[src/rtl/calc_display_pkg.sv]
// Shared definitions for the calculator display path: FSM encoding,
// BCD digit container and the common-anode 7-segment constant table.
package calc_display_pkg;

  typedef enum logic [1:0] {
    IDLE   = 2'd0,
    CONV   = 2'd1,
    COMMIT = 2'd2
  } state_t;

  typedef struct packed {
    logic [3:0] hund;
    logic [3:0] tens;
    logic [3:0] ones;
  } bcd3_t;

  localparam logic [6:0] SEG_BLANK = 7'h7F;

  // Segments {g,f,e,d,c,b,a}, active-low; element i is the pattern for digit i.
  localparam logic [9:0][6:0] SEG_TABLE = {
    7'h10, 7'h00, 7'h78, 7'h02, 7'h12,
    7'h19, 7'h30, 7'h24, 7'h79, 7'h40
  };

  function automatic logic [3:0] add3_if_ge5(input logic [3:0] nib);
    return (nib >= 4'd5) ? nib + 4'd3 : nib;
  endfunction

endpackage

[src/rtl/seg7_decode.sv]
// Combinational BCD digit to active-low 7-segment pattern with a blank override.
// Codes above 9 never occur on this path and are shown blank.
module seg7_decode
  import calc_display_pkg::*;
(
  input  logic [3:0] i_digit,
  input  logic       i_blank,
  output logic [6:0] o_seg
);

  always_comb begin
    // NOTE: every combinational output gets a default before any branch, so no latch is inferred.
    o_seg = SEG_BLANK;
    if (!i_blank && (i_digit <= 4'd9)) begin
      o_seg = SEG_TABLE[i_digit];
    end
  end

endmodule

[src/rtl/result_display_scanner.sv]
// Sequential double-dabble conversion of an 8-bit result with a one-deep hold
// buffer, feeding a registered, leading-zero-blanked 4-digit scan display.
module result_display_scanner
  import calc_display_pkg::*;
#(
  parameter int REFRESH_DIV = 50000,
  parameter int DIV_W       = 16
) (
  input  logic       clk,
  input  logic       rst_n,
  input  logic [7:0] result,
  input  logic       result_valid,
  output logic       busy,
  output logic       done,
  output logic [3:0] an,
  output logic [6:0] seg
);

  localparam logic [DIV_W-1:0] PRESC_LAST = DIV_W'(REFRESH_DIV - 1);

  state_t           r_state;
  state_t           w_state_next;
  logic             w_start;

  logic [7:0]       r_bin;
  bcd3_t            r_bcd;
  logic [2:0]       r_bit_cnt;
  logic             r_hold_vld;
  logic [7:0]       r_hold_val;
  bcd3_t            r_shown;

  logic [DIV_W-1:0] r_presc;
  logic [1:0]       r_idx;
  logic [3:0]       r_an;
  logic [6:0]       r_seg;

  logic [7:0]       w_load_val;
  logic             w_last_bit;
  bcd3_t            w_bcd_adj;
  bcd3_t            w_bcd_shift;
  logic             w_wrap;
  logic             w_refresh;
  logic [1:0]       w_idx_next;
  logic [3:0]       w_digit;
  logic             w_blank;
  logic [3:0]       w_an;
  logic [6:0]       w_seg;

  // ---------------- conversion FSM ----------------
  always_ff @(posedge clk or negedge rst_n) begin
    // NOTE: asynchronous active-low reset; sequential state is always updated with non-blocking assignments.
    if (!rst_n) begin
      r_state <= IDLE;
    end else begin
      r_state <= w_state_next;
    end
  end

  always_comb begin
    w_state_next = r_state;
    w_start      = 1'b0;
    busy         = 1'b0;
    done         = 1'b0;
    unique case (r_state)
      IDLE: begin
        if (result_valid || r_hold_vld) begin
          w_state_next = CONV;
          w_start      = 1'b1;
        end
      end
      CONV: begin
        busy = 1'b1;
        if (r_bit_cnt == 3'd7) begin
          w_state_next = COMMIT;
        end
      end
      COMMIT: begin
        busy         = 1'b1;
        done         = 1'b1;
        w_state_next = IDLE;
      end
      default: w_state_next = IDLE;
    endcase
  end

  // ---------------- double-dabble datapath and hold buffer ----------------
  assign w_load_val = result_valid ? result : r_hold_val;
  assign w_last_bit = (r_state == CONV) && (r_bit_cnt == 3'd7);

  always_comb begin
    w_bcd_adj.hund = add3_if_ge5(r_bcd.hund);
    w_bcd_adj.tens = add3_if_ge5(r_bcd.tens);
    w_bcd_adj.ones = add3_if_ge5(r_bcd.ones);
    // Hundreds never exceeds 2, so the bit shifted out of the top is always 0.
    w_bcd_shift    = bcd3_t'((w_bcd_adj << 1) | 12'(r_bin[7]));
  end

  always_ff @(posedge clk or negedge rst_n) begin
    if (!rst_n) begin
      r_bin      <= '0;
      r_bcd      <= '0;
      r_bit_cnt  <= '0;
      r_hold_vld <= 1'b0;
      r_hold_val <= '0;
      r_shown    <= '0;
    end else begin
      if (w_start) begin
        r_bin     <= w_load_val;
        r_bcd     <= '0;
        r_bit_cnt <= '0;
      end else if (r_state == CONV) begin
        r_bin     <= {r_bin[6:0], 1'b0};
        r_bcd     <= w_bcd_shift;
        r_bit_cnt <= r_bit_cnt + 3'd1;
      end

      // The shown digits switch in one step, entering COMMIT.
      if (w_last_bit) begin
        r_shown <= w_bcd_shift;
      end

      // Strobes while busy (COMMIT included) overwrite the single held entry.
      if (result_valid && busy) begin
        r_hold_vld <= 1'b1;
        r_hold_val <= result;
      end else if (w_start) begin
        r_hold_vld <= 1'b0;
      end
    end
  end

  // ---------------- display scan ----------------
  assign w_wrap     = (r_presc == PRESC_LAST);
  assign w_idx_next = w_wrap ? r_idx + 2'd1 : r_idx;
  assign w_refresh  = w_wrap || (r_state == COMMIT);
  assign w_an       = ~(4'b0001 << w_idx_next);

  always_comb begin
    w_digit = r_shown.ones;
    w_blank = 1'b0;
    case (w_idx_next)
      2'd0: w_digit = r_shown.ones;
      2'd1: begin
        w_digit = r_shown.tens;
        w_blank = (r_shown.hund == 4'd0) && (r_shown.tens == 4'd0);
      end
      2'd2: begin
        w_digit = r_shown.hund;
        w_blank = (r_shown.hund == 4'd0);
      end
      default: w_blank = 1'b1;
    endcase
  end

  seg7_decode u_seg7_decode (
    .i_digit (w_digit),
    .i_blank (w_blank),
    .o_seg   (w_seg)
  );

  always_ff @(posedge clk or negedge rst_n) begin
    if (!rst_n) begin
      r_presc <= '0;
      r_idx   <= '0;
      r_an    <= 4'b1110;
      r_seg   <= SEG_TABLE[0];
    end else begin
      r_presc <= w_wrap ? '0 : r_presc + DIV_W'(1);
      r_idx   <= w_idx_next;
      if (w_refresh) begin
        r_an  <= w_an;
        r_seg <= w_seg;
      end
    end
  end

  assign an  = r_an;
  assign seg = r_seg;

endmodule
[config.mk]
export PLATFORM = sky130hd
export DESIGN_NAME = result_display_scanner
export DESIGN_NICKNAME = d
export VERILOG_FILES = /design/src/rtl/calc_display_pkg.sv /design/src/rtl/seg7_decode.sv /design/src/rtl/result_display_scanner.sv
export SDC_FILE = /design/constraint.sdc
export NUM_CORES = 1
export LEC_CHECK = 0
export ABC_AREA = 1
export BUFFER_PORTS_ARGS = -buffer_cell sky130_fd_sc_hd__buf_4
export CAP_MARGIN = 30
export CORE_ASPECT_RATIO = 1.1
export CORE_MARGIN = 10
export CORE_UTILIZATION = 50
export CTS_CLUSTER_SIZE = 40
export DETAILED_ROUTE_END_ITERATION = 16
export GPL_TIMING_DRIVEN = 0
export HOLD_SLACK_MARGIN = 0.15
export PLACE_DENSITY_LB_ADDON = 0.05
export REMOVE_ABC_BUFFERS = 1
export SLEW_MARGIN = 0
export SYNTH_ARGS = -nofsm -noshare
export SYNTH_HDL_FRONTEND = slang
export SYNTH_SLANG_ARGS = --single-unit
[constraint.sdc]
create_clock -name clk -period 3.3 [get_ports clk]
set_input_delay 0.495 -clock clk [delete_from_list [all_inputs] [get_ports clk]]
set_output_delay 0.495 -clock clk [all_outputs]
set_load 0.02 [all_outputs]
-- Word-level counts from Yosys, hierarchy flattened
Memories as Yosys holds them, arrays and structs flattened.
Index checks and enable logic that the tools add are counted.
- bits of input ports: 11
- register bits: 75
- ROM bits: 112
- output and inout port bits: 13
- memories: 1
- word-level logic and storage cells: 78
- memories (memory ; words ; bits a word ; read ports ; clocked after memory_dff ; write ports ; line ; RTL):
    (name not given) ; 16 ; 7 ; 1 ; 0 ; 0 ; seg7_decode.sv:15 ; o_seg = SEG_TABLE[i_digit];
- equal/unequal tests: 8
- shift-type cells: 1
- bitwise gates (word level): 2
- $add $sub $neg: 6
- reductions and logical operators: 15
- $lt $le $gt $ge: 5
- multiplexer cells: 25
- operators by type and width (cell ; number):
    $mux W12 ; 2
    $mux W8 ; 3
    $add A16 B1 Y16 const B ; 1
    $eq A16 B16 Y1 const B ; 1
    $mux W16 ; 1
    $mux W7 ; 2
    $ge A4 B3 Y1 const B ; 3
    $or A12 B1 Y12 ; 1
    $mux W3 ; 3
    $add A4 B2 Y4 const B ; 2
    $logic_not A4 Y1 ; 2
    $mux W4 ; 2
    $pmux W4 S2 ; 1
    $mux W1 ; 6
    $mux W2 ; 3
    $lt A4 B5 Y1 const B ; 1
    $eq A2 B1 Y1 const B ; 2
    $eq A2 B2 Y1 const B ; 2
    $le A4 B4 Y1 const B ; 1
    $logic_and A1 B1 Y1 ; 4
    $logic_not A2 Y1 ; 2
    $not A4 Y4 ; 1
    $pmux W2 S2 ; 1
    $reduce_bool A2 Y1 ; 2
    other kinds (12) ; 13

-- Logic depth before layout (Yosys ltp)
Gate-level depths: netlist of run 1.
- depth in word-level cells: 7
- gate-level depth with buffers: 23
- mapped depth without buffers: 23

-- Cells and area by module
A second synthesis of run 1 with hierarchy kept.
- cells, all modules: 503
- area total of the unflattened synthesis: 4212.8 um^2
- by module, submodules not included (module ; times used ; area an instance (um^2) ; cells an instance ; sequential area each (um^2)):
    result_display_scanner ; 1 ; 3972.6 ; 463 ; 1881.8
    seg7_decode ; 1 ; 240.2 ; 40 ; 0.0

-- Worst setup path after synthesis of run 1
OpenSTA, ideal clock, no wires.
- path kind: register -> register
- start point: register r_presc[0]
- end point: register r_seg[0], in the netlist seg[0]
- arrival time: 2.980 ns
- library setup time: 0.065 ns
- cell stages (with the launch flop): 22
- required time: 3.235 ns
- period minus slack after synthesis: 3.045 ns
- setup slack: 0.255 ns
- path buffers: 0
- path through: dfrtp_1 > ha_1 > nand2_1 > clkinv_2 > nand2_2 > nor2_2 > nand2_4 > inv_1 > nor2_1 > nor2_1 > inv_1 > ha_1 > inv_1 > o21a_1 > inv_1 > ha_1 > or2_2 > a21oi_1 > nor2_2 > nand2_1 > nand2_1 > nand2_1
- cells in the longest elaborated chain, start to end: 7
- elaborated cells on any way between the ends: 14
- those cells by class: 1 x order compare; 3 x eq/ne; 5 x mux; 4 x reduce/logical; 1 x memory
- RTL lines (item ; line ; RTL):
    start, declared ; result_display_scanner.sv:32 ; logic [DIV_W-1:0] r_presc;
    start signal, assigned ; result_display_scanner.sv:168 ; r_presc <= w_wrap ? '0 : r_presc + DIV_W'(1);
    $eq A16 B16 Y1 (*) ; result_display_scanner.sv:133 ; assign w_wrap = (r_presc == PRESC_LAST);
    $mux W2 (*) ; result_display_scanner.sv:134 ; assign w_idx_next = w_wrap ? r_idx + 2'd1 : r_idx;
    via w_idx_next[0] ; result_display_scanner.sv:43 ; logic [1:0] w_idx_next;
    $eq A2 B2 Y1 (tied with other cells) ; result_display_scanner.sv:141 ; case (w_idx_next)
    $pmux W4 S2 or $pmux W1 S3 (tied branches) ; result_display_scanner.sv:141 ;
    $mem_v2 Z16 W7 (tied with other cells) ; - ;
    $mux W7 (implied by the code) or $logic_and A1 B1 Y1 (tied branches) ; seg7_decode.sv:15, seg7_decode.sv:14 ;
    $mux W7 (*) ; seg7_decode.sv:14 ; if (!i_blank && (i_digit <= 4'd9)) begin
    end signal, assigned ; result_display_scanner.sv:166 ; r_seg <= SEG_TABLE[0];
    end signal, assigned ; result_display_scanner.sv:172 ; r_seg <= w_seg;
    end, declared ; result_display_scanner.sv:35 ; logic [6:0] r_seg;
Mark *: on every way through the listed nets, which the timed path passes. The rest lies on a longest branch. The select of a mux whose other input is x is not followed.
A chain may end at the register's enable or synchronous reset.

-- Worst setup path after layout of run 1
- start point: register r_presc[1]
- end point: register r_seg[4], in the netlist seg[4]
Same word-level chain as after synthesis.

==> run summary, run 1 <==
required time of the critical path - 3.59 ns
Setup WS pre-CTS - -0.194 ns
Top-Level Pins - 24
post-synth top area cell - dfrtp_1
Startpoint Class - flop
clk buf depth - 2
met1 WL - 3580 um
Die X - 105 um
CTS tree - done
FF-to-FF End - seg[4]$_DFFE_PN0P_
Slew Viols, Final - 0
YS warnings - 0
Routed WL per cell - 12.1 um
Highest Clock Rate - 0.329 GHz
R2R Setup Slk - 0.26 ns
Hold-fix buffers, CTS - 0
Routed Antenna Nets - 0
initial antenna violation count - 0
die footprint - 0.0119 mm2
RePlAce Congestion - 0.822
largest net degree at the start of global routing - 76
die height - 113 um
outcome - finished clean
Final Hold Viols - 0
DR iter-0 viols - 123
clk_lat worst skew - 0.35 ns
GRT Util Overall - 0.133
routed wire length - 7480 um
Max-slew headroom - 0.387
CTS Root Cell - clkbuf_8
global-route wire length before repair - 13400 um
Core Util, Final - 0.599
final setup fails - 0
number of distinct library cells after synthesis - 34
total of max-cap violations - 0
core area - 0.00760 mm2
number of diodes - 0
Worst EP arrival - 3.33 ns
number of nets in the layout - 540
layout cell share with drive strength beyond 1 - 0.149
# DRC - 0
area of the multi-input gates - 0.00177 mm2
metal2 WL - 3500 um
PwrDens - 760 mW/mm2
Final Cycle Share - 0.921
final clock skew - 0.0129 ns
DR vias - 3013
vias per inst - 4.89
EDFF count, synth - 0
RSZ-0062 raised after global routing - no
DP HPWL - 5270 um
VDD IR max - 0.416 mV
P_leak - 0.00229 uW
Seq/Total Area, Yosys - 0.476
CP Max Fanout - 7
reg2reg path depth - 21
top-area cell type share of the netlist area - 0.449
mapped cell area - 0.00396 mm2
minimum clock period - 3.04 ns
Synth Register Bits - 75
Post-Syn Instances - 476
crit path kind - flop to flop
Synth area leaders - dfrtp_1, nand2_1, ha_1
final hold slack - 0.262 ns
setup ws final - 0.261 ns
Syn Area/Cell - 8.31 um2
total gr overflow - 0
PortBufs - 23
Storage cell area - 0.00188 mm2
Reg clk slew, reported paths - 0.08 ns
r2r startpoint - r_presc[1]$_DFF_PN0_
ys async rst share - 1.00
CTS Buf Count - 9
CP endpoint kind - flop
WL met3 - 223 um
Hold Crit Class - primary input to asynchronous set/reset pin
first drt pass iteration count - 4
Top Metal Used - met4
num rows - 33
CTS H-tree lvls - 3
Fill cells - 707
Area Growth Syn to Fin - 15.0%
top_reg_cell synth - dfrtp_1
vias in the first global route - 2918
Initial Util - 0.521
Worst Max-Slew Pin Slew - 0.920 ns
CTS sink cnt - 75
layer usage:
| metal | vias to the layer above | global-route usage |
|---|---|---|
| met5 | - | 0 |
| met4 | 0 | 0.0623 |
| met3 | 14 | 0.0261 |
| met2 | 38 | 0.217 |
| met1 | 1387 | 0.166 |
| li1 | 1574 | - |
state kept, by name, summed over array words and instances, names as in the netlist:
register,cells
r_bin,8
r_idx,2
r_shown,12
r_presc,16
r_bcd,12
r_bit_cnt,3
r_hold_vld,1
an,4
r_state,2
seg,7
r_hold_val,8
where the power goes:
part           leakage, uW  internal (uW)  switching, uW  total [uW]
clock network     0.000137            621            338         959
logic              0.00119            441            748        1190
registers         0.000958           1170            138        1310
cells by family after synthesis:
logic type | after synthesis | synth area share
muxes | 1 | 0.00285
adders and majority gates | 23 | 0.0728
DFF | 75 | 0.476
xor gates and xnor gates | 12 | 0.0285
AOI/OAI and AO/OA | 75 | 0.113
and+or+nand+nor | 207 | 0.224
buffers and inverters | 83 | 0.0832
synth_stat cells (5+ instances only):
master,count
o21ai_0,39
a21oi_1,9
nand3_1,31
o211ai_1,5
o221ai_1,5
dfrtp_1,71
ha_1,23
nor2_1,40
inv_1,72
xor2_1,10
nand2_1,115
o22ai_1,10
final cells by class:
| type | count | area share |
|---|---|---|
| tap | 105 | 0.0289 |
| clock buffer | 12 | 0.0341 |
| inverter | 75 | 0.0624 |
| clock inverter | 4 | 0.0264 |
| timing repair buffer | 27 | 0.0446 |
| multi-input combinational | 318 | 0.390 |
| sequential | 75 | 0.414 |
worst max-delay path by stage:
| stage | start | to | slack [ns] | cells after the start |
|---|---|---|---|---|
| floorplan | r_presc[0]$_DFF_PN0_ | seg[0]$_DFFE_PN0P_ | 0.25 | 21 |
| global placement | r_presc[0]$_DFF_PN0_ | seg[4]$_DFFE_PN0P_ | -0.15 | 21 |
| detailed placement | r_presc[0]$_DFF_PN0_ | seg[4]$_DFFE_PN0P_ | -0.19 | 23 |
| CTS | r_presc[0]$_DFF_PN0_ | seg[4]$_DFFE_PN0P_ | 0.02 | 23 |
| global route | r_presc[1]$_DFF_PN0_ | seg[3]$_DFFE_PN0P_ | 0.01 | 21 |
| finish | r_presc[1]$_DFF_PN0_ | seg[4]$_DFFE_PN0P_ | 0.26 | 21 |
critical path, stage by stage, from the launching register on:
cell and delay, ns:
dfrtp_1 0.36, ha_2 0.18, nand2_1 0.07, clkinv_2 0.07, nand2_2 0.09, nor2_4 0.14
nand2_4 0.08, nor2_4 0.15, xor2_2 0.18, inv_2 0.08, ha_2 0.33, inv_2 0.06
nand2_1 0.08, o21a_4 0.16, inv_1 0.07, ha_1 0.20, or2_2 0.29, a21oi_2 0.15
nor2_2 0.07, nand2_1 0.05, nand2_1 0.05, nand2_1 0.06
cell usage in the layout, fill, tap and decap left out, drive strengths merged:
cell type / synthesis / routed
nand2: 120 / 120
inv: 73 / 73
dfrtp: 71 / 71
nor2: 45 / 45
o21ai: 40 / 40
nand3: 32 / 32
buf: 4 / 27
ha: 23 / 23
clkbuf: 4 / 12
xor2: 11 / 11
o22ai: 10 / 10
a21oi: 9 / 9
o211ai: 5 / 5
o221ai: 5 / 5
nand4: 4 / 4
dfstp: 4 / 4
bufinv: 0 / 4
or2: 4 / 4
o21a: 3 / 3
clkinv: 2 / 2
nor3: 2 / 2
a22o: 2 / 2
a211oi: 1 / 1
xnor2: 1 / 1
mux2: 1 / 1
through the flow:
step                      power (uW)  instance area [um2]  TNS, ns  instances
after floorplan                 2160                 3910        0        468
after global placement          2480                 4210   -0.877        596
after detailed placement        2510                 4210    -1.18        596
after CTS                       3480                 4500        0        613
after global routing            3740                 4550        0        616
final                           3460                 4550        0        616
repair_timing:
action | CTS | global route
setup endpoints to repair | 7 | 7
gates resized for setup | 2 | 10
pin swaps | 1 | 3
buffers inserted | 1 | 3
(Power assumes the default switching activity.)
==> inputs of run 2 (changes only) <==
Settings changed: PLACE_DENSITY set to 0.75, PLACE_DENSITY_LB_ADDON 0.05 to unset.
==> run 2 against run 1 <==
  * Worst hold slack better by 0.0063 ns
  * Utilization is 0.43 points lower
  * Sequential share of layout area is 0.30 points higher
  * Critical path type unchanged
  * Critical endpoint is now seg[0]$_DFFE_PN0P_
==> run summary, run 2 (synthesis gave the netlist of run 1 again) <==
initial antenna violation count - 0
Hold-fix buffers, CTS - 0
Reg power frac - 0.405
largest net degree at the start of global routing - 76
Top Registers - r_presc (16), r_bcd (12), r_shown (12)
CP Buf/Inv Count - 4
die footprint - 0.0119 mm2
total of max-cap violations - 0
# DRC - 0
vias in the first global route - 3001
DR vias - 3058
most used cell, CP - nand2_1
clk buf depth - 2
combinational power share - 0.371
number of nets in the layout - 545
GRT Util Overall - 0.129
final clock skew - 0.0115 ns
DP HPWL - 5290 um
PortBufs - 23
Final Hold Viols - 0
clock share of power - 0.224
Worst path max stage delay - 0.39 ns
Routed WL per cell - 11.9 um
CTS Buf Count - 9
Worst EP arrival - 3.32 ns
RSZ-0062 raised after global routing - no
most frequent cells in the layout - nand2_1, dfrtp_1, inv_1, nor2_1, o21ai_0
core area - 0.00760 mm2
Fill cells - 708
outcome - finished clean
clk_lat worst skew - 0.35 ns
final hold slack - 0.268 ns
Worst Max-Slew Pin Slew - 0.903 ns
Die X - 105 um
Max-slew headroom - 0.398
Area Growth Syn to Fin - 14.2%
Initial Util - 0.521
VDD IR max - 0.442 mV
crit path cell chain - ha_1 -> nand2_1 -> clkinv_2 -> nand2_2 -> nor2_4 -> nand2_4 -> inv_2 -> nor2_1 -> nor2_2 -> buf_4 -> ha_2 -> nand2_1 -> nand2_1 -> nand2_2 -> o21a_4 -> inv_1 -> ha_1 -> or2_2 -> a21oi_2 -> nor2_2 -> nand2_1 -> nand2_1 -> nand2_1
largest reg by FF count - r_presc
RePlAce Congestion - 0.843
Startpoint Class - flop
routed wire length - 7400 um
Highest Clock Rate - 0.329 GHz
Slew Viols, Final - 0
CP endpoint kind - flop
Top-Level Pins - 24
PwrDens - 719 mW/mm2
Psw - 1260 uW
first drt pass iteration count - 4
DR iter-0 viols - 208
Routed Antenna Nets - 0
CP top delay family - simple AND/OR/NAND/NOR gates
max reg flops - 16
total power - 3240 uW
crit path kind - flop to flop
CTS H-tree lvls - 3
global-route wire length before repair - 13100 um
Int Pwr - 1990 uW
vias per inst - 4.92
CTS sink cnt - 75
required time of the critical path - 3.58 ns
total gr overflow - 0
Hold Crit Class - primary input to asynchronous set/reset pin
layout cell share with drive strength beyond 1 - 0.159
number of diodes - 0
Reg clk slew, reported paths - 0.08 ns
commonest non-fill, non-tap cell in the layout - nand2_1
switch share - 0.388
slowest CP cell - dfrtp_1
num rows - 33
P_leak - 0.00228 uW
minimum clock period - 3.04 ns
final setup fails - 0
CTS tree - done
Final Cycle Share - 0.921
CTS Root Cell - clkbuf_8
die height - 113 um
CP Max Fanout - 6
[run 2: changes by cell type in the layout (fill, tap and decap cells not counted), moves of 2 or more]
cell       before  now
buf_4          27   32
inv_6           0    3
clkbuf_8       11    9
clkinv_4        0    2
bufinv_16       4    1
[run 2: layer usage]
metal	global-route usage	wire length, um	up-vias
met4	0.0531	72	0
li1	-	-	1594
met1	0.151	3450	1418
met2	0.224	3630	38
met5	0	0	-
met3	0.0267	242	8
[run 2: power by group through the flow]
stage	clock, uW	sequential, uW	combinational, uW
4_1_cts	748	1310	1190
2_1_floorplan	0	1360	801
3_5_place_dp	0	1320	1180
5_1_grt	797	1340	1380
3_3_place_gp	0	1320	1140
6_report	728	1310	1200
[run 2: cell type report]
cell class | instances | area [um2] | share of cell area
clock buffer | 9 | 124 | 0.0274
clock inverter | 7 | 81.3 | 0.0180
inverter | 75 | 284 | 0.0629
multi-input combinational | 318 | 1770 | 0.393
sequential | 75 | 1880 | 0.417
tap | 105 | 131 | 0.0291
timing repair buffer | 32 | 240 | 0.0532
[run 2: timing repair]
item | CTS | global route
setup endpoints to repair | 7 | 7
gates resized for setup | 3 | 9
setup buffers | 1 | 8
pin swaps | 1 | 3
[run 2: worst paths after layout]
| path | depth (start not counted) | to | from | slack, ns |
|---|---|---|---|---|
| min in group clk | 3 | r_hold_val[5]$_DFFE_PN0P_ | result[5] | 0.43 |
| max in group asynchronous | 1 | r_bcd[3]$_DFFE_PN0P_ | rst_n | 2.45 |
| worst max-delay path | 23 | seg[0]$_DFFE_PN0P_ | r_presc[0]$_DFF_PN0_ | 0.26 |
| worst max register to register | 23 | seg[0]$_DFFE_PN0P_ | r_presc[0]$_DFF_PN0_ | 0.26 |
| worst min register to register | 2 | seg[6]$_DFFE_PN1P_ | seg[6]$_DFFE_PN1P_ | 0.49 |
| worst min-delay path | 1 | r_presc[4]$_DFF_PN0_ | rst_n | 0.27 |
[run 2: per-stage QoR]
step | util | area, um2 | TNS, ns | setup WS, ns | std cells
2_1_floorplan | - | 3910 | 0 | 0.250 | 468
3_3_place_gp | 0.555 | 4210 | -0.504 | -0.0908 | 596
3_5_place_dp | 0.555 | 4210 | -1.22 | -0.194 | 596
4_1_cts | 0.584 | 4440 | 0 | 0.0136 | 613
5_1_grt | 0.594 | 4520 | 0 | 0.0228 | 621
6_report | 0.594 | 4520 | 0 | 0.260 | 621
==> inputs of run 3 (changes only) <==
Settings changed: CELL_PAD_IN_SITES_DETAIL_PLACEMENT set to 1, CELL_PAD_IN_SITES_GLOBAL_PLACEMENT set to 2, CORE_UTILIZATION 50 to 37, PLACE_DENSITY 0.75 to 0.86.
==> run 3 against run 2 <==
  * Clock power up 41%
  * Design area up 4.7%
  * Fmax up 0.14%
  * Global-route usage about the same
  * Non-clock buffer count up 1
  * Critical endpoint is now seg[3]$_DFFE_PN0P_
  * Largest power group unchanged
==> run summary, run 3 (synthesis gave the netlist of run 1 again) <==
outcome - finished clean
core area - 0.0104 mm2
Routed WL per cell - 14.2 um
Inst Count DP - 635
Startpoint Class - flop
CTS Root Cell - clkbuf_16
Core Util, Final - 0.453
number of diodes - 0
reg2reg path depth - 21
Initial Util - 0.379
total gr overflow - 0
fin cells - 660
vias in the first global route - 3379
hold path cells - 3
Slew Viols, Final - 0
DP HPWL - 6710 um
first drt pass iteration count - 4
num rows - 39
VDD IR max - 0.341 mV
P_leak - 0.00235 uW
initial antenna violation count - 0
DR vias - 3185
CTS sink cnt - 75
largest reg by FF count - r_presc
Worst Max-Slew Pin Slew - 0.607 ns
minimum clock period - 3.04 ns
Max-slew headroom - 0.594
Final Hold Viols - 0
PortBufs - 23
layout cell share with drive strength beyond 1 - 0.162
die footprint - 0.0152 mm2
crit path kind - flop to flop
routed wire length - 9350 um
Reg clk slew, reported paths - 0.06 ns
RePlAce Congestion - 0.807
# DRC - 0
Final Cycle Share - 0.920
clk buf depth - 2
Hold Crit Class - primary input to flop
clk_lat worst skew - 0.34 ns
final setup fails - 0
DR iter-0 viols - 137
most frequent cells in the layout - nand2_1, dfrtp_1, inv_1, o21ai_0, nor2_1
vias per inst - 4.83
max reg flops - 16
Die X - 119 um
largest net degree at the start of global routing - 47
die height - 128 um
commonest non-fill, non-tap cell in the layout - nand2_1
CTS tree - done
CTS H-tree lvls - 3
Fill cells - 1268
number of nets in the layout - 546
Top Registers - r_presc (16), r_bcd (12), r_shown (12)
final clock skew - 0.00422 ns
Highest Clock Rate - 0.329 GHz
Area Growth Syn to Fin - 19.5%
Top-Level Pins - 24
CP Max Fanout - 7
CTS Buf Count - 9
total of max-cap violations - 0
CP endpoint kind - flop
GRT Util Overall - 0.129
Routed Antenna Nets - 0
Worst EP arrival - 3.27 ns
global-route wire length before repair - 16200 um
required time of the critical path - 3.54 ns
PwrDens - 766 mW/mm2
-- run 3: cell count changes in the layout (fill, tap and decap cells not counted), moves of 2 or more --
cell,delta
nand2_2,-2
clkbuf_16,+9
inv_6,-3
clkbuf_8,-7
clkinvlp_4,+2
nor2_1,-2
-- run 3: through the flow --
step           total power (uW)  instance area (um2)  hold slack, ns  TNS, ns  worst slack [ns]
5_1_grt                    3920                 4730           0.447  -0.0121           -0.0121
2_1_floorplan              2160                 3910           0.199        0             0.250
3_5_place_dp               2590                 4290           0.469    -2.09            -0.340
3_3_place_gp               2530                 4260           0.449    -1.55            -0.266
4_1_cts                    3660                 4660           0.431        0            0.0285
6_report                   3620                 4730           0.442        0             0.264
-- run 3: metal layers --
layer / vias to the layer above / track usage / part of all wire
met2: 30 / 0.226 / 0.51
met3: 16 / 0.0297 / 0.026
met5: - / 0 / 0
li1: 1590 / - / -
met4: 0 / 0.0590 / 0.021
met1: 1549 / 0.148 / 0.44
-- run 3: cell type report --
cell class	instances	area [um2]	area share
repair buffers	33	270	0.0572
clock inverters	5	61.3	0.0130
multi-input cells	318	1800	0.380
inverters	75	284	0.0601
flip-flops and latches	75	1880	0.398
well taps	143	179	0.0379
clock buffers	11	253	0.0535
-- run 3: worst paths after layout --
path	endpoint	slack, ns	start
worst min-delay path	r_hold_val[7]$_DFFE_PN0P_	0.44	result[7]
min in group asynchronous	r_shown[11]$_DFFE_PN0P_	0.65	rst_n
worst max-delay path	seg[3]$_DFFE_PN0P_	0.26	r_presc[0]$_DFF_PN0_
max in group asynchronous	an[3]$_DFFE_PN1P_	2.04	rst_n
worst max register to register	seg[3]$_DFFE_PN0P_	0.26	r_presc[0]$_DFF_PN0_
worst min register to register	r_shown[2]$_DFFE_PN0P_	0.48	r_shown[2]$_DFFE_PN0P_
-- run 3: where the power goes --
part | internal [uW] | switching (uW) | leakage (uW) | total, uW
Clock | 628 | 399 | 0.000144 | 1030
Sequential | 1170 | 143 | 0.000958 | 1320
Combinational | 466 | 811 | 0.00125 | 1280
-- run 3: timing repair --
| action | 4_1_cts | 5_1_grt |
|---|---|---|
| endpoints found under the setup margin | 7 | 7 |
| hold buffers | 1 | 0 |
| pin swaps | 4 | 4 |
| hold endpoints to repair | 29 | 0 |
| buffers inserted | 3 | 5 |
| gates resized for setup | 9 | 9 |
-- run 3: worst max-delay path, stage by stage (launching register included) --
cell and delay [ns]:
dfrtp_1 0.35, ha_2 0.18, nand2_1 0.08, clkinv_2 0.08, nand2_4 0.08, nor2_4 0.13, nand2_4 0.08, nor2_4 0.12
xor2_2 0.21, inv_2 0.09, ha_2 0.35, inv_2 0.07, or2_2 0.28, nand2_2 0.10, inv_1 0.09, ha_1 0.28
inv_1 0.07, nand2_1 0.05, nand3_1 0.06, nand2_1 0.09, nand2_1 0.07, nand2_1 0.05
